**config.mk**
```make
export PLATFORM = sky130hd
export DESIGN_NAME = hex_disp_sched
export DESIGN_NICKNAME = d
export VERILOG_FILES = /design/src/rtl/hex_disp_sched.sv
export SDC_FILE = /design/constraint.sdc
export NUM_CORES = 1
export LEC_CHECK = 0
export BUFFER_PORTS_ARGS = -buffer_cell sky130_fd_sc_hd__buf_2
export CELL_PAD_IN_SITES_DETAIL_PLACEMENT = 1
export CELL_PAD_IN_SITES_GLOBAL_PLACEMENT = 1
export CORE_UTILIZATION = 44
export CTS_CLUSTER_DIAMETER = 30
export CTS_CLUSTER_SIZE = 14
export DETAILED_ROUTE_END_ITERATION = 16
export PLACE_DENSITY = 0.87
export SLEW_MARGIN = 25
export SYNTH_ARGS = -nofsm -noshare
export SYNTH_HDL_FRONTEND = slang
export SYNTH_SLANG_ARGS = --single-unit
```
**constraint.sdc**
```tcl
create_clock -name clk -period 6.25 [get_ports clk]
set_input_delay 1.25 -clock clk [delete_from_list [all_inputs] [get_ports clk]]
set_output_delay 1.25 -clock clk [all_outputs]
set_load 0.005 [all_outputs]
```
**src/rtl/hex_disp_sched.sv**
```systemverilog
// Round-robin scheduler sharing one 4-digit hex display among four
// requesters, with a minimum dwell per winner and a digit-scan pacer.
module hex_disp_sched #(
  parameter int DWELL_CYCLES = 50000000,
  parameter int SCAN_DIV     = 50000
) (
  input  logic        clk,
  input  logic        rst,
  input  logic [3:0]  req,
  input  logic [63:0] req_nums,
  output logic [15:0] num,
  output logic [1:0]  owner,
  output logic        owner_valid,
  output logic [3:0]  grant,
  output logic        scan_tick
);

  localparam int DW = $clog2(DWELL_CYCLES);
  localparam int SW = $clog2(SCAN_DIV);
  localparam logic [DW-1:0] DWELL_MAX = DW'(DWELL_CYCLES - 1);
  localparam logic [SW-1:0] SCAN_MAX  = SW'(SCAN_DIV - 1);

  typedef enum logic {IDLE, SHOW} state_e;

  state_e        state_q, state_d;
  logic [1:0]    owner_q, owner_d;
  logic [1:0]    last_q, last_d;
  logic [15:0]   num_q, num_d;
  logic [3:0]    grant_q, grant_d;
  logic [DW-1:0] dwell_q, dwell_d;
  logic [SW-1:0] scan_q, scan_d;
  logic          tick_q, tick_d;

  logic [1:0]  win;
  logic        take;
  logic [3:0]  others;
  logic [15:0] own_num;

  // Scan candidates last+3 down to last+1 so the nearest one wins.
  function automatic logic [1:0] rr_pick(
    input logic [1:0] last,
    input logic [3:0] r
  );
    logic [1:0] c;
    logic [1:0] w;
    w = last;
    for (int k = 3; k >= 1; k--) begin
      c = last + 2'(k);
      if (r[c]) w = c;
    end
    return w;
  endfunction

  always_ff @(posedge clk or posedge rst) begin
    if (rst) begin
      state_q <= IDLE;
      owner_q <= '0;
      last_q  <= 2'd3;
      num_q   <= '0;
      grant_q <= '0;
      dwell_q <= '0;
      scan_q  <= '0;
      tick_q  <= 1'b0;
    end else begin
      state_q <= state_d;
      owner_q <= owner_d;
      last_q  <= last_d;
      num_q   <= num_d;
      grant_q <= grant_d;
      dwell_q <= dwell_d;
      scan_q  <= scan_d;
      tick_q  <= tick_d;
    end
  end

  always_comb begin
    state_d = state_q;
    owner_d = owner_q;
    last_d  = last_q;
    num_d   = num_q;
    dwell_d = dwell_q;
    grant_d = '0;
    take    = 1'b0;
    win     = rr_pick(last_q, req);
    others  = req & ~(4'b0001 << owner_q);
    own_num = req_nums[{owner_q, 4'b0000} +: 16];

    unique case (state_q)
      IDLE: take = |req;
      SHOW: begin
        if (dwell_q == DWELL_MAX) begin
          if (|others) begin
            take = 1'b1;
          end else if (req[owner_q]) begin
            num_d = own_num;
          end else begin
            state_d = IDLE;
          end
        end else begin
          dwell_d = dwell_q + DW'(1);
          if (req[owner_q]) num_d = own_num;
        end
      end
      default: state_d = IDLE;
    endcase

    if (take) begin
      state_d = SHOW;
      owner_d = win;
      last_d  = win;
      grant_d = 4'b0001 << win;
      dwell_d = '0;
      num_d   = req_nums[{win, 4'b0000} +: 16];
    end

    // Tick is registered from terminal count: first pulse after edge SCAN_DIV.
    tick_d = (scan_q == SCAN_MAX);
    scan_d = (scan_q == SCAN_MAX) ? '0 : scan_q + SW'(1);
  end

  always_comb begin
    num         = num_q;
    owner       = owner_q;
    owner_valid = (state_q == SHOW);
    grant       = grant_q;
    scan_tick   = tick_q;
  end

endmodule

```
==> Yosys cells after proc, flatten, opt, wreduce, memory -nomap -nowiden <==
Index checks and enable logic that the tools add are counted.
{ "op_classes": {"n_mux": 29, "n_reduce_logical": 5, "n_shift": 4, "magnitude_cmp": 4, "eq_ne": 4, "add_sub_neg": 5, "bitwise_logic": 3} }
{ "ops": {"columns": ["cell", "count"], "rows": [
  ["64-bit by 7-bit indexed part select with 16-bit output", 2],
  ["16-bit two-way mux", 6],
  ["26-bit two-way mux", 3],
  ["26-bit by 1-bit adder with 26-bit output (second input constant)", 1],
  ["26-bit equality test (second input constant)", 1],
  ["16-bit by 1-bit adder with 16-bit output (second input constant)", 1],
  ["16-bit equality test (second input constant)", 1],
  ["2-bit by 3-bit less-than comparator with 1-bit output (second input constant)", 4],
  ["1-bit two-way mux", 11],
  ["1-bit binary-select mux with 2-bit select", 4],
  ["4-bit OR reduction", 2],
  ["1-bit by 2-bit << shifter with 4-bit output (first input constant)", 2],
  ["2-bit two-way mux", 3],
  ["2-bit adder (second input constant)", 2],
  ["4-bit bitwise AND", 1],
  ["4-bit two-way mux", 1],
  ["4-bit NOT", 1],
  ["2-bit AND reduction", 2],
  ["3-bit inequality test (second input constant)", 1],
  ["2-bit by 1-bit adder with 2-bit output (second input constant)", 1],
  ["2-bit inequality test (second input constant)", 1],
  ["1-bit one-hot mux with 2 select lines", 1],
  ["2-bit nonzero test", 1],
  ["1-bit NOT", 1]
]} }
{ "word_totals": {"inputBits": 70, "ff_bits": 68} }

==> Logic depth before layout (Yosys ltp) <==
Gate-level depths: netlist of the first run.
{ "logic_depth": {"word_depth": 9, "mapped_depth": 10, "ltp_nobuf": 8} }

==> Worst setup path after synthesis of the first run <==
Ideal clock, no wire load.
{ "synth_path": {"path_type": "input to register", "from": "input port req[0]", "to": "register num_q[5] (netlist: num[5])", "path_stages": 8, "required_ps": 6156, "n_path_buf": 2, "arrival_time_ps": 2731, "setup_slack_ps": 3426, "cell_sequence": "nor4_4 -> nor2_2 -> or3_1 -> buf_6 -> buf_4 -> a21boi_0 -> a311oi_1 -> a211oi_1"} }
{ "synth_between": {"elab_chain_len": 7} }
{ "synth_lines": {"columns": ["item", "line", "rtl"], "rows": [
  ["start, declared", "9", "input logic [3:0] req,"],
  ["1-bit binary-select mux with 2-bit select, or another cell as far along", "49", "if (r[c]) w = c;"],
  ["1-bit two-way mux (implied by the code), or another cell as far along", "49", null],
  ["2-bit two-way mux, or another cell as far along (3 in series)", "49", null],
  ["64-bit by 7-bit indexed part select with 16-bit output, or another cell as far along", "113", "num_d = req_nums[{win, 4'b0000} +: 16];"],
  ["16-bit two-way mux or 2-bit AND reduction (tied branches)", null, null],
  ["end signal, assigned", "68", "num_q <= num_d;"],
  ["end, declared", "28", "logic [15:0] num_q, num_d;"]
]} }
Several ways; a longest one is shown, not always the timed one. The select of a mux whose other input is x is not followed.
A chain may end at the register's enable or synchronous reset.

==> Worst setup path in the final report of the first run <==
{ "layout_path": {"from": "input port req[0]", "to": "register num_q[6] (netlist: num[6])"} }
Same word-level chain as after synthesis.

==> results by group, run 1 <==
GRT
  – Grt met3 use: 0.03828
  – Top Usage Layer GRT: met2
  – Tot GR Track Use: 0.2259
  – First-pass GRT wire length: 15.64 mm
  – Initial antenna violation count: 0
  – Remaining Overflow, GRT: 0
  – Grt met2 use: 0.4036
  – Vias in the first global route: 3287
  – Met1 layer usage reported by global route: 0.2737
  – Largest net degree at the start of global routing: 69

Placed design
  – Detail Placement HPWL: 7.213 mm
  – # placed instances: 558
  – Port-buffer cells: 93
  – GP Congestion: 0.7920

Synthesis
  – Synth warn: 0
  – EDFF count, synth: 0
  – Share of the synthesized area in the top cell type: 0.4324
  – Seq/Total Area, Yosys: 0.4461
  – Syn avg cell area: 10.11 um2
  – Post-Syn Area: 3820 um2
  – Distinct cells, synth: 59
  – Count leader, synth: dfrtp_1
  – Post-synth top flop: dfrtp_1
  – Synth area leaders: dfrtp_1 43%, nor2_1 6.3%, mux2i_1 5.0%
  – Post-Syn Nets: 450
  – Post-synthesis cell count: 378
  – Post-synth top area cell: dfrtp_1
  – Post-synth top cells: 66 x dfrtp_1, 64 x nor2_1, 23 x nand2_1, 21 x xor2_1, 19 x mux2i_1
  – Post-synth ARST share: 1.000
  – Yosys reg bits: 68

Setup path
  – Reg-to-Reg Start: dwell_q[10]$_DFFE_PP0P_
  – Req. time, crit path: 6.45 ns
  – Crit path from: req[0]
  – Startpoint Class: input port
  – CP arrival: 3.48 ns
  – Critical path class: in2reg
  – Max FO, Critical Path: 33
  – CP Capture Type: flop
  – R2r worst-path depth: 7

Routing
  – Antenna Nets Post-Route: 0
  – Routed WL per cell: 17.17 um
  – Vias post-DR: 3191
  – Total Wirelength: 9.858 mm
  – Via density: 5.559
  – 1st-iter DRT viols: 91
  – DRT Pass-1 Iters: 4
  – DRC violations left: 0

Timing
  – Setup Viol. Count Final: 0
  – Max_slew headroom: 0.4359
  – Post-route clock period utilization: 0.5252
  – Max Slew Vio Count: 0
  – Least-Margin Pin Slew: 0.8461 ns
  – Final Hold Fails: 0
  – Total negative slack: 0 ns
  – Fin crit period: 3.283 ns
  – Worst Clk Skew: 0.008545 ns
  – Max Freq: 304.6 MHz
  – Min Hold Slack: 0.4977 ns
  – Unrepaired setup endpoints after global routing: false

Final layout
  – Nets: 536
  – FILL cells: 966
  – Antenna diodes: 0
  – Layout cell share with drive strength beyond 1: 0.2964
  – Final Non-Filler Cells: 574
  – Area delta synth->final: 18.15%
  – Core Util, Final: 0.5438

Power
  – Power Total: 1.038 mW
  – Worst vdd ir: 0.0001102 V
  – Pwr Density: 230.1 nW/um2
  – Leak pwr: 2.053 nW

Floorplan
  – Die Height: 95.18 um
  – # rows: 33
  – IO Pins: 94
  – DIE AREA: 9058 um2
  – Initial Utilization: 0.4603
  – Core ar.: 8299 um2
  – Die width: 95.18 um

Clock tree
  – Root Buffer: clkbuf_8
  – Clock transition at path regs: 0.08 ns
  – CTS resizes: 0
  – Setup repair bufs after CTS: 0
  – Post-CTS Hold Fix Bufs: 0
  – Worst-skew pair later-pin latency: 0.35 ns
  – TritonCTS buffer count: 9
  – Clock sinks: 68
  – CTS HTree Levels: 3
  – Clock Path Buffers: 2
  – CTS tree: built

Min path
  – Hold Path Stages: 1
  – Worst hold start: scan_q[0]$_DFF_PP0_
  – Min-delay worst type: reg2reg

Run
  – Max-cap viol count: 0

Outcome
  – Status: completed
-- cells in the final DEF, fill, tap and decap left out, types with 2 or more instances in the layout --
cell | synthesis | routed
a211oi_1 | 13 | 13
a211oi_2 | 3 | 3
a21boi_0 | 11 | 11
a21boi_1 | 6 | 6
a21oi_1 | 5 | 5
a311oi_1 | 14 | 14
a311oi_2 | 2 | 2
and2_1 | 3 | 3
and3_1 | 5 | 5
and4_4 | 4 | 4
buf_2 | 4 | 93
buf_4 | 2 | 2
bufinv_16 | 0 | 2
clkbuf_8 | 0 | 9
clkinvlp_4 | 0 | 3
dfrtp_1 | 66 | 66
dfstp_2 | 2 | 2
ha_1 | 2 | 2
inv_1 | 5 | 4
mux2i_1 | 19 | 19
nand2_1 | 23 | 22
nand3_1 | 12 | 12
nand4_1 | 11 | 11
nor2_1 | 64 | 64
nor2b_1 | 6 | 6
nor3_1 | 6 | 6
o21a_1 | 2 | 2
o21ai_0 | 5 | 5
o21ai_1 | 2 | 2
o31ai_1 | 2 | 2
or3_1 | 6 | 5
xnor2_1 | 14 | 14
xor2_1 | 21 | 21
-- cell type report --
| class | count | area, um2 | area share |
|---|---|---|---|
| Timing Repair Buffer | 95 | 480.5 | 0.1065 |
| Sequential cell | 68 | 1704 | 0.3776 |
| Clock buffer | 9 | 123.9 | 0.02745 |
| Tap cell | 105 | 131.4 | 0.02911 |
| Multi-Input combinational cell | 285 | 1954 | 0.4330 |
| Inverter | 5 | 18.77 | 0.004159 |
| Clock inverter | 7 | 100.1 | 0.02218 |
-- worst paths after layout --
path | to | slack (ns)
worst min register to register | scan_q[0]$_DFF_PP0_ | 0.50
worst max-delay path | num[6]$_DFFE_PP0P_ | 2.97
min in group asynchronous | grant[2]$_DFF_PP0_ | 1.15
worst max register to register | num[3]$_DFFE_PP0P_ | 3.23
worst min-delay path | scan_q[0]$_DFF_PP0_ | 0.50
max in group asynchronous | dwell_q[5]$_DFFE_PP0P_ | 4.55
-- per-stage QoR --
stage / setup WS, ns / area (um2)
after CTS: 2.707 / 4511
after global routing: 2.878 / 4513
after global placement: 2.509 / 4285
final: 2.967 / 4513
after floorplan: 3.292 / 3820
after detailed placement: 2.306 / 4287
-- metal layers --
metal / routed length (um) / up-vias / share of wire
li1: - / 1532 / -
met1: 4356 / 1559 / 0.44
met2: 4853 / 91 / 0.49
met3: 532 / 9 / 0.054
met4: 115 / 0 / 0.012
met5: 0 / - / 0
-- power by group --
group	leakage [nW]	total (mW)	internal [mW]	switching, mW
clock network	0.102	0.405	0.226	0.179
logic	1.10	0.149	0.0690	0.0800
registers	0.855	0.484	0.467	0.0177
total	2.05	1.04	0.762	0.276
-- sequential cells by signal (all words and copies together) (netlist names) --
| signal | count |
|---|---|
| owner_valid | 1 |
| scan_tick | 1 |
| owner | 2 |
| dwell_q | 26 |
| last_q | 2 |
| scan_q | 16 |
| grant | 4 |
| num | 16 |
-- worst max-delay path, stage by stage --
cell and delay [ns]:
buf_2 0.15, nor4_4 0.40, nor2_2 0.11, or3_2 0.78
nand2_8 0.31, mux2i_1 0.32, a211oi_1 0.14
-- cells by family (layout without fill, tap and decap cells) --
kind of cell	count (synthesis)	after routing	synth area share
simple gates	156	156	0.2162
compound gates	72	72	0.1520
flops	68	68	0.4461
xor+xnor	35	35	0.08025
buf+inv	25	116	0.04323
mux	20	20	0.05568
fa+ha+maj	2	2	0.006550
Note: power is estimated with default switching activity, not from simulation.
==> run 2: changes to the inputs <==
--- a/config.mk
+++ b/config.mk
@@ -5,14 +5,15 @@
 export SDC_FILE = /design/constraint.sdc
 export NUM_CORES = 1
 export LEC_CHECK = 0
+export ABC_AREA = 1
 export BUFFER_PORTS_ARGS = -buffer_cell sky130_fd_sc_hd__buf_2
 export CELL_PAD_IN_SITES_DETAIL_PLACEMENT = 1
 export CELL_PAD_IN_SITES_GLOBAL_PLACEMENT = 1
-export CORE_UTILIZATION = 44
+export CORE_UTILIZATION = 35
 export CTS_CLUSTER_DIAMETER = 30
 export CTS_CLUSTER_SIZE = 14
 export DETAILED_ROUTE_END_ITERATION = 16
-export PLACE_DENSITY = 0.87
+export PLACE_DENSITY = 0.79
 export SLEW_MARGIN = 25
 export SYNTH_ARGS = -nofsm -noshare
 export SYNTH_HDL_FRONTEND = slang
==> constraint.sdc (replaced) <==
create_clock -name clk -period 2.96 [get_ports clk]
set_input_delay 0.592 -clock clk [delete_from_list [all_inputs] [get_ports clk]]
set_output_delay 0.592 -clock clk [all_outputs]
set_load 0.005 [all_outputs]
==> run 2 against run 1 <==
Against the previous run: non-clock buffer count up 8; clock skew down 0.0015 ns; core utilization down 11 points; count of clock-buffer cells in the layout up 5; hold slack worse by 0.032 ns; sequential power rose to 2.7 times the previous value; flip-flop and latch count unchanged; die area up 47%; final cell count up 63%; clock power rose to 2.7 times the previous value; wire length up 36%; first-iteration DRC count up 120%; critical endpoint is now num[7]$_DFFE_PP0P_; largest power group is now combinational cells.
==> results by group, run 2 <==
Final layout
  – Nets: 829 (+55%)
  – Register bank with the most flops: dwell_q
  – Most frequent cells in the layout: 180 x nand2_1, 113 x inv_1, 93 x nand3_1, 93 x buf_2, 66 x dfrtp_1
  – Antenna diodes: 0 (unchanged)
  – Area delta synth->final: 21.52%
  – Layout cell share with drive strength beyond 1: 0.1955 (-0.1008)
  – Max reg flops: 26 (unchanged)
  – Final Instance Area: 5461 um2 (+21%)
  – Commonest non-fill, non-tap cell in the layout: nand2_1

Placed design
  – Port-buffer cells: 93 (unchanged)
  – Area after DPL: 5127 um2 (+20%)
  – GP Congestion: 0.8699 (+9.8%)
  – Detail Placement HPWL: 10.13 mm (+40%)
  – Pre-CTS setup slack: 0.2771 ns (-2.029 ns)

Synthesis
  – Post-synth top flop: dfrtp_1
  – Seq/Total Area, Yosys: 0.3792 (-0.06694)
  – Share of the synthesized area in the top cell type: 0.3675 (-0.06488)
  – Synth warn: 0 (unchanged)
  – Distinct cells, synth: 37 (-37%)
  – Count leader, synth: nand2_1
  – Post-Syn Area: 4494 um2 (+18%)
  – Yosys reg bits: 68 (unchanged)
  – Synth area leaders: dfrtp_1 37%, nand2_1 15%, nand3_1 10%
  – Post-synth top cells: 180 x nand2_1, 114 x inv_1, 93 x nand3_1, 66 x dfrtp_1, 57 x nor2_1
  – Post-synth top area cell: dfrtp_1
  – Syn avg cell area: 6.779 um2 (-33%)
  – Post-Syn Nets: 735 (+63%)
  – Post-synthesis cell count: 663 (+75%)
  – Post-synth ARST share: 1.000 (unchanged)
  – EDFF count, synth: 0 (unchanged)

Timing
  – Max Freq: 377.0 MHz
  – Worst setup slack after layout: 0.3074 ns (-2.660 ns)
  – Setup Viol. Count Final: 0 (unchanged)
  – Post-route clock period utilization: 0.8961
  – Max_slew headroom: 0.3871 (-0.04883)
  – Worst Clk Skew: 0.007094 ns (-0.001451 ns)
  – Fin crit period: 2.653 ns
  – Final Hold Fails: 0 (unchanged)
  – Least-Margin Pin Slew: 0.9193 ns (+0.07324 ns)
  – Max Slew Vio Count: 0 (unchanged)
  – Unrepaired setup endpoints after global routing: false
  – Total negative slack: 0 ns (unchanged)

Floorplan
  – DIE AREA: 13300 um2 (+47%)
  – Die width: 115.3 um (+21%)
  – Die Height: 115.3 um (+21%)
  – Initial Utilization: 0.3576 (-0.1027)
  – # rows: 41 (+24%)
  – Core ar.: 12570 um2 (+51%)
  – IO Pins: 94 (unchanged)

Setup path
  – Critical Path Most Common Cell: nand2_1
  – CP delay by family, top: simple AND/OR/NAND/NOR gates
  – Req. time, crit path: 3.19 ns (-3.26 ns)
  – Critical path class: reg2reg
  – Worst path buffer plus inverter count: 1 (unchanged)
  – CP Capture Type: flop
  – Max FO, Critical Path: 22 (-33%)
  – Startpoint Class: flop
  – Slowest CP cell: nand2_1
  – CP Cell Sequence: nand2_1 -> nor2_1 -> nand2_2 -> nor2_4 -> nand3_2 -> nand2_1 -> nand2_1 -> nand2_1 -> buf_12 -> nand3_1 -> nand3_1 -> nand2_1 -> nand2_1 -> nand2_1
  – CP peak stage delay: 0.44 ns (-0.34 ns)
  – CP arrival: 2.88 ns (-0.60 ns)

GRT
  – Largest net degree at the start of global routing: 69 (unchanged)
  – Initial antenna violation count: 0 (unchanged)
  – Tot GR Track Use: 0.2201 (-0.005839)
  – Remaining Overflow, GRT: 0 (unchanged)
  – First-pass GRT wire length: 22.97 mm (+47%)
  – Vias in the first global route: 4829 (+47%)

Run
  – Max-cap viol count: 0 (unchanged)

Routing
  – 1st-iter DRT viols: 201 (+120%)
  – DRC violations left: 0 (unchanged)
  – Met2 wire len: 6.595 mm (+36%)
  – Antenna Nets Post-Route: 0 (unchanged)
  – DRT Pass-1 Iters: 4 (unchanged)
  – Met3 WL: 567 um (+6.6%)
  – Total Wirelength: 13.38 mm (+36%)
  – Routed WL per cell: 14.32 um (-17%)
  – Highest metal used: met4
  – Vias post-DR: 4602 (+44%)
  – WL met1: 6.022 mm (+38%)
  – Via density: 4.927 (-11%)

Clock tree
  – CTS tree: built
  – CTS resizes: 0 (unchanged)
  – Post-CTS Hold Fix Bufs: 0 (unchanged)
  – Worst-skew pair later-pin latency: 0.34 ns (about the same)
  – Clock transition at path regs: 0.06 ns (-0.02 ns)
  – CTS HTree Levels: 3 (unchanged)
  – TritonCTS buffer count: 9 (unchanged)
  – Root Buffer: clkbuf_16
  – Setup repair bufs after CTS: 0 (unchanged)
  – Clock Path Buffers: 2 (unchanged)
  – Clock sinks: 68 (unchanged)

Min path
  – Min-delay worst type: reg2reg

Power
  – Pwr Density: 729.9 nW/um2 (+220%)
  – Worst vdd ir: 0.0002793 V (+150%)
  – Leak pwr: 2.937 nW (+43%)

Outcome
  – Status: completed
-- run 2: changes by cell type in the layout (fill, tap and decap cells not counted), sizes merged, moves of 8 or more --
cell    previous run  this run
xnor2             14         5
a311oi            16         0
buf               95       103
inv                6       117
nand2             24       189
o21ai              8        16
a211oi            16         1
a21boi            17         0
xor2              21         9
nand3             12       103
a21oi              5        18
mux2i             19         0
nor3               7        20
-- run 2: worst paths after layout --
| check | startpoint | to | slack (ns) | cells after the start |
|---|---|---|---|---|
| hold reg to reg | scan_q[0]$_DFF_PP0_ | scan_q[0]$_DFF_PP0_ | 0.47 | 1 |
| min in group asynchronous | rst | scan_q[7]$_DFF_PP0_ | 0.51 | 3 |
| max in group asynchronous | rst | dwell_q[19]$_DFFE_PP0P_ | 1.88 | 3 |
| setup / recovery | dwell_q[4]$_DFFE_PP0P_ | num[7]$_DFFE_PP0P_ | 0.31 | 14 |
| hold / removal | scan_q[0]$_DFF_PP0_ | scan_q[0]$_DFF_PP0_ | 0.47 | 1 |
| setup reg to reg | dwell_q[4]$_DFFE_PP0P_ | num[7]$_DFFE_PP0P_ | 0.31 | 14 |
-- run 2: cells by family (layout without fill, tap and decap cells) --
logic type,count (synthesis),count (layout),synth area share
simple gates,389,389,0.3923
buf+inv,137,236,0.1228
flops,68,68,0.3792
compound gates,53,53,0.07294
xor+xnor,14,14,0.02728
fa+ha+maj,2,2,0.005567
-- run 2: metrics by stage --
| stage | hold WS [ns] | power (mW) | cells | utilization |
|---|---|---|---|---|
| 4_1_cts | 0.4718 | 4.026 | 931 | 0.4318 |
| 6_report | 0.4661 | 3.986 | 934 | 0.4345 |
| 3_3_place_gp | 0.4464 | 2.831 | 915 | 0.4080 |
| 2_1_floorplan | 0.4329 | 2.410 | 663 | - |
| 5_1_grt | 0.4851 | 4.313 | 934 | 0.4345 |
| 3_5_place_dp | 0.4642 | 2.902 | 915 | 0.4080 |
-- run 2: layer usage --
metal | vias to the layer above | global-route usage
li1 | 2280 | -
met4 | 0 | 0.06753
met1 | 2191 | 0.2749
met3 | 20 | 0.05324
met5 | - | 0
met2 | 111 | 0.3745
-- run 2: power breakdown --
part	switching, mW	leakage [nW]	total [mW]	internal (mW)
logic	1.04	1.91	1.60	0.567
registers	0.162	0.879	1.30	1.13
clock network	0.391	0.147	1.09	0.697
-- run 2: area by class of cell --
class	count	area (um2)
Inverter	117	439.2
Timing Repair Buffer	103	565.5
Sequential cell	68	1704
Clock inverter	2	35.03
Fill cell	1669	7107
Multi-Input combinational cell	458	2238
Clock buffer	14	264.0
Tap cell	172	215.2
==> run 3: changes to the inputs <==
--- a/config.mk
+++ b/config.mk
@@ -9,6 +9,7 @@
 export BUFFER_PORTS_ARGS = -buffer_cell sky130_fd_sc_hd__buf_2
 export CELL_PAD_IN_SITES_DETAIL_PLACEMENT = 1
 export CELL_PAD_IN_SITES_GLOBAL_PLACEMENT = 1
+export CORE_ASPECT_RATIO = 2
 export CORE_UTILIZATION = 35
 export CTS_CLUSTER_DIAMETER = 30
 export CTS_CLUSTER_SIZE = 14
==> run 3 against run 2 <==
Against the previous run: die area grew 0.21%; sequential share of layout area up 0.34 points; total power fell by 0.38%; via count is 2.3% higher; core utilization is 0.42 points lower; combinational power barely moved; design area shrank 1.1%; hold slack got worse by 0.12 ns; first-iteration DRC count shrank 26%; clock power about the same; final cell count shrank 2.6%.
==> results by group, run 3 (synthesis gave the netlist of run 2 again) <==
Setup path
  – Slowest CP cell: dfrtp_1
  – CP Capture Type: flop
  – CP arrival: 2.91 ns (+0.03 ns)
  – Max FO, Critical Path: 24 (+9.1%)
  – CP Cell Sequence: inv_1 -> nand2_1 -> nor2_1 -> nand2_1 -> nor2_4 -> nand3_2 -> nand2_1 -> nand2_1 -> nand2_1 -> buf_4 -> nand3_1 -> nand3_1 -> nand2_1 -> nand2_1 -> nand2_1
  – CP peak stage delay: 0.41 ns (-0.03 ns)
  – Startpoint Class: flop
  – Req. time, crit path: 3.18 ns (about the same)
  – Critical Path Most Common Cell: nand2_1
  – FF-to-FF setup slack: 0.27 ns (-0.03 ns)
  – Critical path class: reg2reg

GRT
  – Remaining Overflow, GRT: 0 (unchanged)
  – Largest net degree at the start of global routing: 42 (-39%)
  – First-pass GRT wire length: 23.44 mm (+2.0%)
  – Tot GR Track Use: 0.2330 (+0.01294)
  – Initial antenna violation count: 0 (unchanged)
  – Vias in the first global route: 5047 (+4.5%)

Routing
  – Total Wirelength: 14.31 mm (+7.0%)
  – Vias post-DR: 4709 (+2.3%)
  – 1st-iter DRT viols: 148 (-26%)
  – Antenna Nets Post-Route: 0 (unchanged)
  – Routed WL per cell: 15.73 um (+9.8%)
  – DRC violations left: 0 (unchanged)
  – Via density: 5.175 (+5.0%)
  – DRT Pass-1 Iters: 4 (unchanged)

Clock tree
  – Setup repair bufs after CTS: 0 (unchanged)
  – CTS HTree Levels: 3 (unchanged)
  – CTS tree: built
  – Post-CTS Hold Fix Bufs: 0 (unchanged)
  – Worst-skew pair later-pin latency: 0.34 ns (about the same)
  – CTS resizes: 0 (unchanged)
  – Clock transition at path regs: 0.06 ns (about the same)
  – TritonCTS buffer count: 9 (unchanged)
  – Clock sinks: 68 (unchanged)
  – Root Buffer: clkbuf_16
  – Clock Path Buffers: 2 (unchanged)

Final layout
  – Area delta synth->final: 20.21%
  – Area of the multi-input gates: 2238 um2 (unchanged)
  – Most frequent cells in the layout: 180 x nand2_1, 113 x inv_1, 93 x nand3_1, 93 x buf_2, 66 x dfrtp_1
  – Layout cell share with drive strength beyond 1: 0.1961 (+0.0005146)
  – Commonest non-fill, non-tap cell in the layout: nand2_1
  – Antenna diodes: 0 (unchanged)
  – Final Instance Area: 5403 um2 (-1.1%)
  – Register bank with the most flops: dwell_q
  – Area taken by flip-flops and latches: 1704 um2 (unchanged)
  – Nets: 827 (-0.24%)
  – Max reg flops: 26 (unchanged)
  – FILL cells: 1656 (-0.78%)

Run
  – Max-cap viol count: 0 (unchanged)

Floorplan
  – IO Pins: 94 (unchanged)
  – Initial Utilization: 0.3580 (+0.0003920)
  – # rows: 58 (+41%)
  – DIE AREA: 13330 um2 (+0.21%)
  – Core ar.: 12550 um2 (-0.11%)
  – Die width: 82.13 um (-29%)
  – Die Height: 162.3 um (+41%)

Power
  – Worst vdd ir: 0.0004926 V (+76%)
  – Pwr Density: 735.0 nW/um2 (+0.70%)
  – Leak pwr: 2.921 nW (-0.55%)
  – Power Total: 3.971 mW (-0.38%)

Timing
  – Max_slew headroom: 0.3581 (-0.02904)
  – Least-Margin Pin Slew: 0.9628 ns (+0.04343 ns)
  – Post-route clock period utilization: 0.9073 (+0.01117)
  – Max Slew Vio Count: 0 (unchanged)
  – Total negative slack: 0 ns (unchanged)
  – Max Freq: 372.3 MHz (-1.2%)
  – Unrepaired setup endpoints after global routing: false
  – Final Hold Fails: 0 (unchanged)
  – Setup Viol. Count Final: 0 (unchanged)
  – Worst Clk Skew: 0.008312 ns (+0.001218 ns)
  – Fin crit period: 2.686 ns (+0.03308 ns)

Placed design
  – Port-buffer cells: 93 (unchanged)
  – GP Congestion: 0.9252 (+6.4%)
  – Detail Placement HPWL: 11.45 mm (+13%)
  – Area after DPL: 5107 um2 (-0.39%)

Min path
  – Min-delay worst type: in2async

Outcome
  – Status: completed
## run 3: cell types whose count changed in the layout (fill, tap and decap cells not counted), sizes merged
| cell | delta |
|---|---|
| clkinv | +2 |
| buf | -2 |
| clkbuf | -3 |
| clkinvlp | +1 |
## run 3: worst max-delay path: cells and delay by family, from the launching register on
| family | cells | cell delay, ns |
|---|---|---|
| flops | 1 | 0.41 |
| buf+inv | 2 | 0.52 |
| simple gates | 13 | 1.62 |
## run 3: power by group
part | leakage (nW) | internal, mW | switching (mW)
logic | 1.90 | 0.552 | 1.05
clock network | 0.145 | 0.670 | 0.400
registers | 0.879 | 1.13 | 0.166
## run 3: per-stage QoR
step	util	hold slack (ns)	instances	setup slack, ns
6_report	0.4303	0.3461	910	0.2743
5_1_grt	0.4303	0.3889	910	0.05229
4_1_cts	0.4303	0.3687	910	0.2683
3_5_place_dp	0.4068	0.4659	894	0.2574
3_3_place_gp	0.4068	0.4462	894	0.3376
2_1_floorplan	-	0.4329	663	0.6598
## run 3: final cells by class
type	count	area share
sequential	68	0.3154
tap	150	0.03474
clock buffer	11	0.04493
clock inverter	5	0.009727
timing repair buffer	101	0.09958
inverter	117	0.08129
multi-input combinational	458	0.4143
## run 3: worst paths after layout
check / start / end / depth (start not counted)
max reg2reg: dwell_q[18]$_DFFE_PP0P_ / num[2]$_DFFE_PP0P_ / 15
min reg2reg: scan_q[0]$_DFF_PP0_ / scan_q[0]$_DFF_PP0_ / 1
max in group asynchronous: rst / last_q[0]$_DFFE_PP1N_ / 3
max: dwell_q[18]$_DFFE_PP0P_ / num[2]$_DFFE_PP0P_ / 15
min: rst / scan_q[7]$_DFF_PP0_ / 2
min in group clk: scan_q[0]$_DFF_PP0_ / scan_q[0]$_DFF_PP0_ / 1
## run 3: per-layer routing
layer	track usage	vias up	wire length [um]
li1	-	2279	-
met1	0.2118	2254	4679
met2	0.4470	123	8383
met3	0.03764	53	439
met4	0.1483	0	807
met5	0	-	0
